$ cat src/rtl/mem_req_arbiter.sv
// mem_req_arbiter: two-requester round-robin arbiter in front of the single
// data-memory port (memory_interface). Requester 0 is the load/store unit and
// requester 1 is the fill/DMA path. Each granted request is latched into the
// mem_* registers, issued with a one-cycle enable, and completed with a
// registered one-cycle ack to the owner when the interface returns done.
//
// Optional build macro: MEM_ARB_TIMEOUT_EN
//    When defined, a WAIT-state watchdog of TIMEOUT_CYC cycles aborts a
//    transaction and pulses err[gnt_id] instead of ack. When undefined,
//    WAIT lasts until mem_done and err0/err1 are tied low.
//
// state | meaning
// IDLE  | no transaction in flight; sample requests and grant
// ISSUE | mem_en pulse to the memory interface
// WAIT  | hold mem_addr/mem_wr/mem_wdata until mem_done (or timeout)

module mem_req_arbiter #(
   parameter int ADDR_W      = 14,
   parameter int DATA_W      = 64,
   parameter int TIMEOUT_CYC = 32
) (
   input  logic              clk,
   input  logic              rst,
   input  logic              req0,
   input  logic              req1,
   input  logic              we0,
   input  logic              we1,
   input  logic [ADDR_W-1:0] addr0,
   input  logic [ADDR_W-1:0] addr1,
   input  logic [DATA_W-1:0] wdata0,
   input  logic [DATA_W-1:0] wdata1,
   output logic              ack0,
   output logic              ack1,
   output logic [DATA_W-1:0] rdata0,
   output logic [DATA_W-1:0] rdata1,
   output logic              err0,
   output logic              err1,
   output logic              busy,
   output logic              mem_en,
   output logic              mem_wr,
   output logic [ADDR_W-1:0] mem_addr,
   output logic [DATA_W-1:0] mem_wdata,
   input  logic [DATA_W-1:0] mem_rdata,
   input  logic              mem_done
);

   typedef enum logic [1:0] {
      IDLE  = 2'd0,
      ISSUE = 2'd1,
      WAIT  = 2'd2
   } state_t;

   state_t state;
   state_t state_nxt;

   logic last;
   logic gnt_id;
   logic grant;
   logic gnt_sel;
   logic done_hit;
   logic pulse_q;

   // While an ack/err pulse is out, the owner may still be holding req, so
   // that IDLE cycle never grants; this gives the one-cycle gap between grants.
   assign pulse_q = ack0 | ack1 | err0 | err1;

   assign mem_en = (state == ISSUE);
   assign busy   = (state != IDLE);

`ifdef MEM_ARB_TIMEOUT_EN
   localparam logic [7:0] TO_LAST = 8'(TIMEOUT_CYC - 1);

   logic [7:0] to_cnt;
   logic       timeout_hit;

   // WAIT-cycle counter: cleared while in ISSUE so it reads 0 on WAIT entry
   always_ff @(posedge clk or negedge rst) begin
      if (!rst) begin
         to_cnt <= 8'd0;
      end else if (state == ISSUE) begin
         to_cnt <= 8'd0;
      end else if (state == WAIT) begin
         to_cnt <= to_cnt + 8'd1;
      end
   end
`endif

   // State register
   always_ff @(posedge clk or negedge rst) begin
      if (!rst) begin
         state <= IDLE;
      end else begin
         state <= state_nxt;
      end
   end

   // Next state, grant selection and completion detection
   always_comb begin
      state_nxt = state;
      grant     = 1'b0;
      gnt_sel   = 1'b0;
      done_hit  = 1'b0;
`ifdef MEM_ARB_TIMEOUT_EN
      timeout_hit = 1'b0;
`endif
      case (state)
         IDLE: begin
            if (!pulse_q && (req0 || req1)) begin
               grant     = 1'b1;
               gnt_sel   = (req0 && req1) ? ~last : req1;
               state_nxt = ISSUE;
            end
         end
         ISSUE: begin
            state_nxt = WAIT;
         end
         WAIT: begin
            // done takes priority over an expiring watchdog in the same cycle
            if (mem_done) begin
               done_hit  = 1'b1;
               state_nxt = IDLE;
            end
`ifdef MEM_ARB_TIMEOUT_EN
            else if (to_cnt == TO_LAST) begin
               timeout_hit = 1'b1;
               state_nxt   = IDLE;
            end
`endif
         end
         default: begin
            state_nxt = IDLE;
         end
      endcase
   end

   // Request capture, read-data capture and registered ack/err pulses
   always_ff @(posedge clk or negedge rst) begin
      if (!rst) begin
         last      <= 1'b0;
         gnt_id    <= 1'b0;
         mem_wr    <= 1'b0;
         mem_addr  <= '0;
         mem_wdata <= '0;
         rdata0    <= '0;
         rdata1    <= '0;
         ack0      <= 1'b0;
         ack1      <= 1'b0;
         err0      <= 1'b0;
         err1      <= 1'b0;
      end else begin
         ack0 <= 1'b0;
         ack1 <= 1'b0;
         err0 <= 1'b0;
         err1 <= 1'b0;
         if (grant) begin
            gnt_id    <= gnt_sel;
            mem_wr    <= gnt_sel ? we1    : we0;
            mem_addr  <= gnt_sel ? addr1  : addr0;
            mem_wdata <= gnt_sel ? wdata1 : wdata0;
         end
         if (done_hit) begin
            ack0 <= ~gnt_id;
            ack1 <= gnt_id;
            last <= gnt_id;
            if (!mem_wr) begin
               if (gnt_id) begin
                  rdata1 <= mem_rdata;
               end else begin
                  rdata0 <= mem_rdata;
               end
            end
         end
`ifdef MEM_ARB_TIMEOUT_EN
         if (timeout_hit) begin
            err0 <= ~gnt_id;
            err1 <= gnt_id;
            last <= gnt_id;
         end
`endif
      end
   end

endmodule

$ cat config.mk
export PLATFORM = sky130hd
export DESIGN_NAME = mem_req_arbiter
export DESIGN_NICKNAME = d
export VERILOG_FILES = /design/src/rtl/mem_req_arbiter.sv
export SDC_FILE = /design/constraint.sdc
export NUM_CORES = 1
export LEC_CHECK = 0
export CORE_AREA = 5 5 167 169
export CTS_CLUSTER_DIAMETER = 80
export DETAILED_ROUTE_END_ITERATION = 12
export DIE_AREA = 0 0 172 174
export GPL_ROUTABILITY_DRIVEN = 0
export GPL_TIMING_DRIVEN = 0
export PLACE_DENSITY_LB_ADDON = 0.05
export SYNTH_ARGS = -nofsm -noshare
export SYNTH_HDL_FRONTEND = slang
export SYNTH_SLANG_ARGS = --single-unit
$ cat constraint.sdc
create_clock -name clk -period 1.96 [get_ports clk]
set_input_delay 0.294 -clock clk [delete_from_list [all_inputs] [get_ports clk]]
set_output_delay 0.294 -clock clk [all_outputs]
set_load 0.1 [all_outputs]
* Word level (Yosys, flattened, before mapping)
Index checks and enable logic that the tools add are counted.
** Storage, ports and cells
- Bits in registers :: 213
** Operators by class
- Equality and inequality tests :: 4
- Mux-type cells :: 15
- Bitwise logic cells :: 4
- Reductions and logical operators :: 9
** Operators by type and width (number)
- $mux W64 :: 1
- $mux W14 :: 1
- $mux W1 :: 10
- $pmux W2 S3 :: 1
- $reduce_and A3 Y1 :: 2
- $mux W2 :: 2
- $ne A2 B2 Y1 const B :: 2
- $not A1 Y1 :: 3
- $eq A2 B1 Y1 const B :: 1
- $eq A2 B2 Y1 const B :: 1
- $logic_and A1 B1 Y1 :: 2
- $logic_not A2 Y1 :: 1
- $reduce_and A2 Y1 :: 1
- $reduce_bool A2 Y1 :: 1
- $logic_not A1 Y1 :: 1
- $logic_or A1 B1 Y1 :: 1
- $or A1 B1 Y1 :: 1

* Longest topological paths before layout
Gate-level depths: netlist of the first run.
- Word-level depth :: 6
- Depth in mapped cells :: 6
- Gate-level depth less buffers :: 3

* Worst setup path after synthesis of the first run
Ideal clock, no wire load.
- Kind :: reg-to-reg
- Start :: register state[1]
- End :: register state[1]
- Setup time :: 0.071 ns
- Arrival time :: 2.087 ns
- Required time :: 1.889 ns
- Path slack :: -0.198 ns
- Cell stages (with the launch flop) :: 3
- Path buffers :: 0
- Period minus slack after synthesis :: 2.158 ns
- Path through :: dfrtp_1 > nor2b_1 > or2_2
** On the way
- Elaborated cells on any way between the ends :: 7
- Classes of those cells :: eq/ne: 4; mux: 1; reduce/logical: 2
** RTL lines
- start: declaration :: RTL line 53 : state_t state;
- start signal: assignment :: RTL line 93 : state <= state_nxt;
- $eq A2 B1 Y1
- net mem_en :: RTL line 39 : output logic mem_en,
- $pmux W2 S3 :: RTL line 106 : case (state)
The timed path passes the listed nets, and every way through them passes these cells.
A chain may end at the register's enable or synchronous reset.

* Worst setup path in the final report of the first run
- Start :: register last
- End :: register mem_wdata[52]
** On the way
- Longest elaborated chain between the ends :: 5
** Ends and longest elaborated chain
- start: declaration :: RTL line 56 : logic last;
- start signal: assignment :: RTL line 164 : last <= gnt_id;
- $not A1 Y1 :: RTL line 110 : gnt_sel = (req0 && req1) ? ~last : req1;
- $mux W1 :: RTL line 110
- $mux W1 :: RTL line 108 : if (!pulse_q && (req0 || req1)) begin
- $mux W1 :: RTL line 106
- $mux W64 :: RTL line 159 : mem_wdata <= gnt_sel ? wdata1 : wdata0;
- end signal: assignment :: RTL line 159
- end: declaration :: RTL line 42 : output logic [DATA_W-1:0] mem_wdata,
No other way between the ends.

==> summary.txt, run 1 <==
Detailed routing
  • Routed Antenna Nets: 0
  • DRC violations left: 0
  • First-pass DRT Iterations: 4
  • WL final: 31800 um
  • Via count: 7019
  • Via-per-instance ratio: 4.98
  • Initial drt markers: between 200 and 250
  • WL per Instance: 22.5 um

STA
  • Max-slew violation count: 0
  • Slew Limit Headroom: 40.6%
  • Skew final: between 0.009 and 0.01 ns
  • Fmax: around 540 MHz
  • Final min period: 1.87 ns
  • Final setup viols: 0
  • Final Hold Fails: 0
  • Final period util: 95.2%
  • RSZ-0062 raised after global routing: no
  • Setup TNS Final: 0 ns
  • Worst-Margin Slew: 0.891 ns

Critical path
  • Crit-path max FO: 10
  • Max stage delay on crit path: 0.45 ns
  • Worst endpoint required time: 2.39 ns
  • Worst path arrival time: 2.29 ns
  • CP dominant cell by count: clkbuf_1
  • Crit end category: flop
  • Slowest stage cell, crit path: clkbuf_1
  • Reg2Reg Depth: 5
  • CP Cell Sequence: a21bo_2 -> clkbuf_1 -> clkbuf_1 -> o32ai_1 -> a2bb2oi_1
  • CP startpoint kind: flop
  • Kind of critical path: reg -> reg

Floorplan
  • Row Count: 60
  • Core area: 26400 sq um
  • Die width: about 170 um
  • Initial Utilization: 33.5%
  • # IOs: between 400 and 500
  • Die area: around 30000 sq um
  • Die H: between 150 and 200 um

Place
  • # placed instances: between 1000 and 1500
  • Port Buffers: ~440
  • Placed Area: between 10000 and 15000 sq um
  • HPWL after detailed placement: between 20000 and 25000 um

CTS
  • Clock Tree Buf Depth: 3
  • Clock transition at path regs: 0.06 ns
  • # H-tree levels: 1
  • Clk Latency, worst-skew pair: 0.51 ns
  • CTS Buf Count: 25
  • Root buf cell: clkbuf_16
  • CTS tree: done
  • CTS sink cnt: 213

Global routing
  • Initial antenna violation count: 5
  • Total track usage: 20.2%
  • Vias in the first global route: 7541
  • Largest net degree at the start of global routing: 108
  • First-pass GRT wire length: 46900 um
  • GR Overflow Total: 0

Synth
  • Synth Area in Adders: 0%
  • Flip-flop and latch count after synthesis: 213
  • Synth Area in Compound Gates: 15.9%
  • Cells after synthesis: 575
  • Largest family of logic cells by synthesized area: multiplexers
  • Synth Area in Simple Gates: 1.17%
  • Post-synthesis xor/xnor area fraction: 0%
  • Post-synthesis mux area share: a little under a fifth
  • Synth Area per Inst: 15.4 sq um
  • Netlist Area Pre-Place: 8850 sq um
  • Cell variety after synth: 25
  • Synth Warn #: 0
  • Share of the yosys chip area belonging to registers: 60.2%

Cells and area
  • Area grow syn2layout: 68.3%
  • Number of nets in the layout: around 1300
  • Non-Filler Instances: 1410
  • Layout cells sized above 1: 40.3%
  • Final Core Density: between 50% and 60%
  • Fin area: 14900 sq um

Run
  • # Max-Cap Violations: 0

Hold path
  • Min-Delay Path Class: in -> async

Outcome
  • Status: completed
==> synthesized netlist by cell type <==
cell type	n	area (sq um)
nor4_4	1	21.3
dfrtp_1	213	5330
clkbuf_1	32	120
a2bb2oi_1	79	692
nand3b_4	1	20.0
a21bo_2	1	10.0
mux2_2	63	709
conb_1	1	3.75
a21o_1	1	7.51
mux2i_1	1	10.0
nor2_1	2	7.51
or3_1	1	6.26
buf_2	8	40.0
inv_1	1	3.75
buf_6	7	78.8
inv_2	1	3.75
o32ai_1	79	692
o21a_1	1	7.51
mux2_1	5	56.3
nor2b_1	2	12.5
nor3_4	1	16.3
buf_4	11	82.6
nor3b_1	1	7.51
or2_2	2	12.5
mux2_4	60	901
==> timing repair <==
action | in CTS | in global routing
endpoints found under the hold margin | 106 | 0
setup buffers | 4 | 0
pin swaps | 2 | 1
gates resized for setup | 637 | 18
hold buffers | 1 | 0
setup endpoints to repair | 334 | 38
==> per-stage QoR <==
step	setup slack, ns	hold slack, ns
CTS	-0.132	0.377
floorplan	0.0549	-0.00159
global placement	-9.87	0.466
finish	0.0936	0.391
global route	0.00836	0.391
detailed placement	-0.562	0.403
==> cell usage in the layout (no fill, tap or decap), types with 5 or more instances in the layout <==
| cell | n |
|---|---|
| clkdlybuf4s50_1 | 225 |
| dfrtp_1 | 211 |
| clkdlybuf4s15_2 | 209 |
| o32ai_1 | 79 |
| a2bb2oi_1 | 79 |
| mux2_2 | 63 |
| mux2_4 | 60 |
| clkbuf_16 | 25 |
| clkbuf_1 | 24 |
| buf_4 | 14 |
| clkbuf_8 | 11 |
| clkbuf_2 | 9 |
| buf_2 | 8 |
| buf_6 | 7 |
| diode_2 | 5 |
| mux2_1 | 5 |
| clkinv_2 | 5 |
==> routing by layer <==
layer	wire length [um]	up-vias	track usage, %	part of all wire, %
met2	16000	283	35.2	50
met1	11400	3472	22.6	36
met5	11	-	0	0.035
met3	3660	46	8.41	12
met4	732	2	5.80	2.3
li1	-	3216	-	-
==> sequential cells by signal, indices dropped and copies added (netlist names) <==
register and count:
ack0 1, ack1 1, gnt_id 1, last 1
mem_addr 14, mem_wdata 64, mem_wr 1, rdata0 64
rdata1 64, state 2
==> kinds of logic (layout without fill, tap and decap cells) <==
family / after synthesis / in the layout
flops: 213 / 213
compound gates: 161 / 161
mux: 129 / 129
buf+inv: 60 / 548
simple gates: 11 / 11
other cells: 1 / 7
==> final timing paths <==
path,start,end,slack (ns)
max in group asynchronous,rst,rdata0[2]$_DFFE_PN0P_,0.55
min in group clk,wdata1[59],mem_wdata[59]$_DFFE_PN0P_,0.40
worst max register to register,last$_DFFE_PN0N_,mem_wdata[52]$_DFFE_PN0P_,0.09
worst max-delay path,last$_DFFE_PN0N_,mem_wdata[52]$_DFFE_PN0P_,0.09
worst min register to register,rdata0[42]$_DFFE_PN0P_,rdata0[42]$_DFFE_PN0P_,0.49
worst min-delay path,rst,mem_wdata[56]$_DFFE_PN0P_,0.39
==> critical path, delay by kind of cell (launching register included) <==
kind,cells,cell delay (ns)
buf+inv,2,0.89
flops,1,0.40
compound gates,3,0.50
==> layout make-up <==
class | instances | area, sq um
inverters | 2 | 7.51
diodes | 5 | 12.5
clock buffers | 37 | 781
well taps | 341 | 427
flip-flops and latches | 213 | 5330
plain buffers | 58 | 333
clock inverters | 8 | 92.6
multi-input cells | 303 | 3200
fillers | 2258 | 11500
repair buffers | 443 | 4720
Power of run 1 is left out: the tool's default activity adds up to more than one toggle a clock period on the data nets, which glitch-free logic cannot reach.
==> run 2: changes to the inputs <==
- MAX_ROUTING_LAYER: default -> met4
==> run 2 against run 1 <==
- sequential share of layout area unchanged
- hold slack improved by 0.010 ns
- worst setup slack improved by 0.0037 ns
- first-iteration DRC count decreased by 1.3%
- sequential cell count unchanged
- critical path type is now reg -> out
- critical endpoint is now busy
- largest cell class unchanged
- highest routed layer is now met4
==> summary.txt, run 2 (synthesis results as in run 1) <==
Global routing
  • Initial antenna violation count: 5 (unchanged)
  • Grt met2 use: 35.3% (+0.065 points)
  • GR Layer Usage met3: 8.60% (+0.18 points)
  • Routing usage on met1: 22.4% (-0.22 points)
  • GR Overflow Total: 0 (unchanged)
  • First-pass GRT wire length: 46700 um (-0.49%)
  • Vias in the first global route: 7582 (+0.54%)
  • Top Usage Layer GRT: met2
  • Total track usage: 20.8% (+0.59 points)
  • Largest net degree at the start of global routing: 108 (unchanged)

CTS
  • # H-tree levels: 1 (unchanged)
  • Root buf cell: clkbuf_16
  • CTS Buf Count: 25 (unchanged)
  • CTS sink cnt: 213 (unchanged)
  • Clock Tree Buf Depth: 3 (unchanged)
  • Clock transition at path regs: 0.06 ns (about the same)
  • Clk Latency, worst-skew pair: 0.51 ns (about the same)
  • CTS tree: done

STA
  • RSZ-0062 raised after global routing: no
  • Final period util: 95.0% (-0.19 points)
  • Final setup viols: 0 (unchanged)
  • Hold WS: 0.401 ns (+0.0101 ns)
  • Final Hold Fails: 0 (unchanged)
  • Worst-Margin Slew: 0.865 ns (-0.0264 ns)
  • Skew final: 0.00786 ns (-0.00190 ns)
  • Final min period: 1.86 ns (-0.00373 ns)
  • Max-slew violation count: 0 (unchanged)
  • Fmax: 537 MHz (+0.20%)
  • Slew Limit Headroom: 42.4% (+1.8 points)
  • Final worst setup slack: 0.0973 ns (+0.00373 ns)

Detailed routing
  • Initial drt markers: 232 (-1.3%)
  • Via-per-instance ratio: 4.95 (-0.51%)
  • WL per Instance: 22.5 um (-0.14%)
  • First-pass DRT Iterations: 4 (unchanged)
  • Routed Antenna Nets: 0 (unchanged)
  • DRC violations left: 0 (unchanged)
  • WL final: 31700 um (-0.14%)
  • Via count: 6983 (-0.51%)

Critical path
  • Crit path depth: 2 (-3)
  • Worst r2r dst: mem_wdata[52]$_DFFE_PN0P_
  • R2r startpoint: last$_DFFE_PN0N_
  • Worst reg-to-reg setup slack: 0.13 ns (+0.04 ns)
  • Worst path arrival time: 1.57 ns (-0.72 ns)
  • Kind of critical path: reg -> out
  • Max stage delay on crit path: 0.47 ns (+0.02 ns)
  • Crit end category: primary output
  • Crit path launch: state[1]$_DFFE_PN0P_
  • Worst path top cell family by delay: flip-flops
  • Reg2Reg Depth: 5 (unchanged)
  • CP Cell Sequence: or2_2 -> clkbuf_4
  • Setup crit end: busy
  • CP bufs+invs: 1 (-1)
  • Worst endpoint required time: 1.67 ns (-0.72 ns)
  • CP startpoint kind: flop
  • Slowest stage cell, crit path: dfrtp_1
  • Crit-path max FO: 5 (-5)

Place
  • HPWL after detailed placement: 23800 um (unchanged)
  • Port Buffers: 437 (unchanged)
  • Pre-CTS setup slack: -0.562 ns (unchanged)
  • # placed instances: 1355 (unchanged)

Cells and area
  • Most common cell after layout, fill and taps aside: clkdlybuf4s50_1
  • Area grow syn2layout: 68.3% (unchanged)
  • Top flop regs: mem_wdata x64, rdata0 x64, rdata1 x64
  • Most frequent cells in the layout: 225 x clkdlybuf4s50_1, 211 x dfrtp_1, 209 x clkdlybuf4s15_2
  • Number of nets in the layout: 1273 (unchanged)
  • Layout cells sized above 1: 40.3% (unchanged)
  • Final Core Density: 56.4% (unchanged)
  • Non-Filler Instances: 1410 (unchanged)

Hold path
  • Min-Delay Path Class: in -> reg

Floorplan
  • Core area: 26400 sq um (unchanged)
  • # IOs: 440 (unchanged)
  • Die area: 29900 sq um (unchanged)
  • Die width: 172 um (unchanged)
  • Die H: 174 um (unchanged)
  • Row Count: 60 (unchanged)
  • Initial Utilization: 33.5% (unchanged)

Run
  • # Max-Cap Violations: 0 (unchanged)

Outcome
  • Status: completed
## run 2: cell counts in the layout (fill, tap and decap cells not counted)
No cell type changed its count.
## run 2: area by class of cell
| class | count | area (sq um) |
|---|---|---|
| diodes | 5 | 12.5 |
| multi-input cells | 303 | 3200 |
| flip-flops and latches | 213 | 5330 |
| plain buffers | 58 | 333 |
| clock buffers | 37 | 781 |
| repair buffers | 443 | 4720 |
| well taps | 341 | 427 |
| fillers | 2258 | 11500 |
| clock inverters | 8 | 92.6 |
| inverters | 2 | 7.51 |
## run 2: worst min path at each step
stage | start | end | slack (ns) | cells after the start
finish | wdata1[59] | mem_wdata[59]$_DFFE_PN0P_ | 0.40 | 3
global route | wdata1[6] | mem_wdata[6]$_DFFE_PN0P_ | 0.39 | 3
CTS | wdata1[59] | mem_wdata[59]$_DFFE_PN0P_ | 0.38 | 3
detailed placement | rst | mem_wdata[49]$_DFFE_PN0P_ | 0.40 | 1
global placement | rdata0[2]$_DFFE_PN0P_ | rdata0[2]$_DFFE_PN0P_ | 0.47 | 1
floorplan | rst | ack0$_DFF_PN0_ | -0.002 | 0
## run 2: worst register-to-register path: stages (launching register included)
cell,delay (ns)
dfrtp_1,0.40
a21bo_2,0.14
clkbuf_1,0.41
clkbuf_1,0.44
o32ai_1,0.17
a2bb2oi_1,0.19
## run 2: stage by stage
stage,instance area (sq um),TNS (ns)
after global routing,14900,0
after global placement,13700,-1977.48
after CTS,14900,-0.132
after detailed placement,13700,-51.44
after floorplan,8860,0
final,14900,0
## run 2: repair_timing
action / 4_1_cts / 5_1_grt
endpoints found under the setup margin: 334 / 38
gates resized for setup: 637 / 18
pin swaps: 2 / 1
hold endpoints to repair: 106 / 0
buffers inserted: 4 / 0
hold buffers: 1 / 0
## run 2: layer usage
| metal | up-vias | part of all wire, % |
|---|---|---|
| li1 | 3213 | - |
| met1 | 3437 | 35 |
| met2 | 285 | 50 |
| met3 | 48 | 12 |
| met4 | 0 | 2.4 |
| met5 | - | 0 |
Power of run 2 is left out for the same reason.
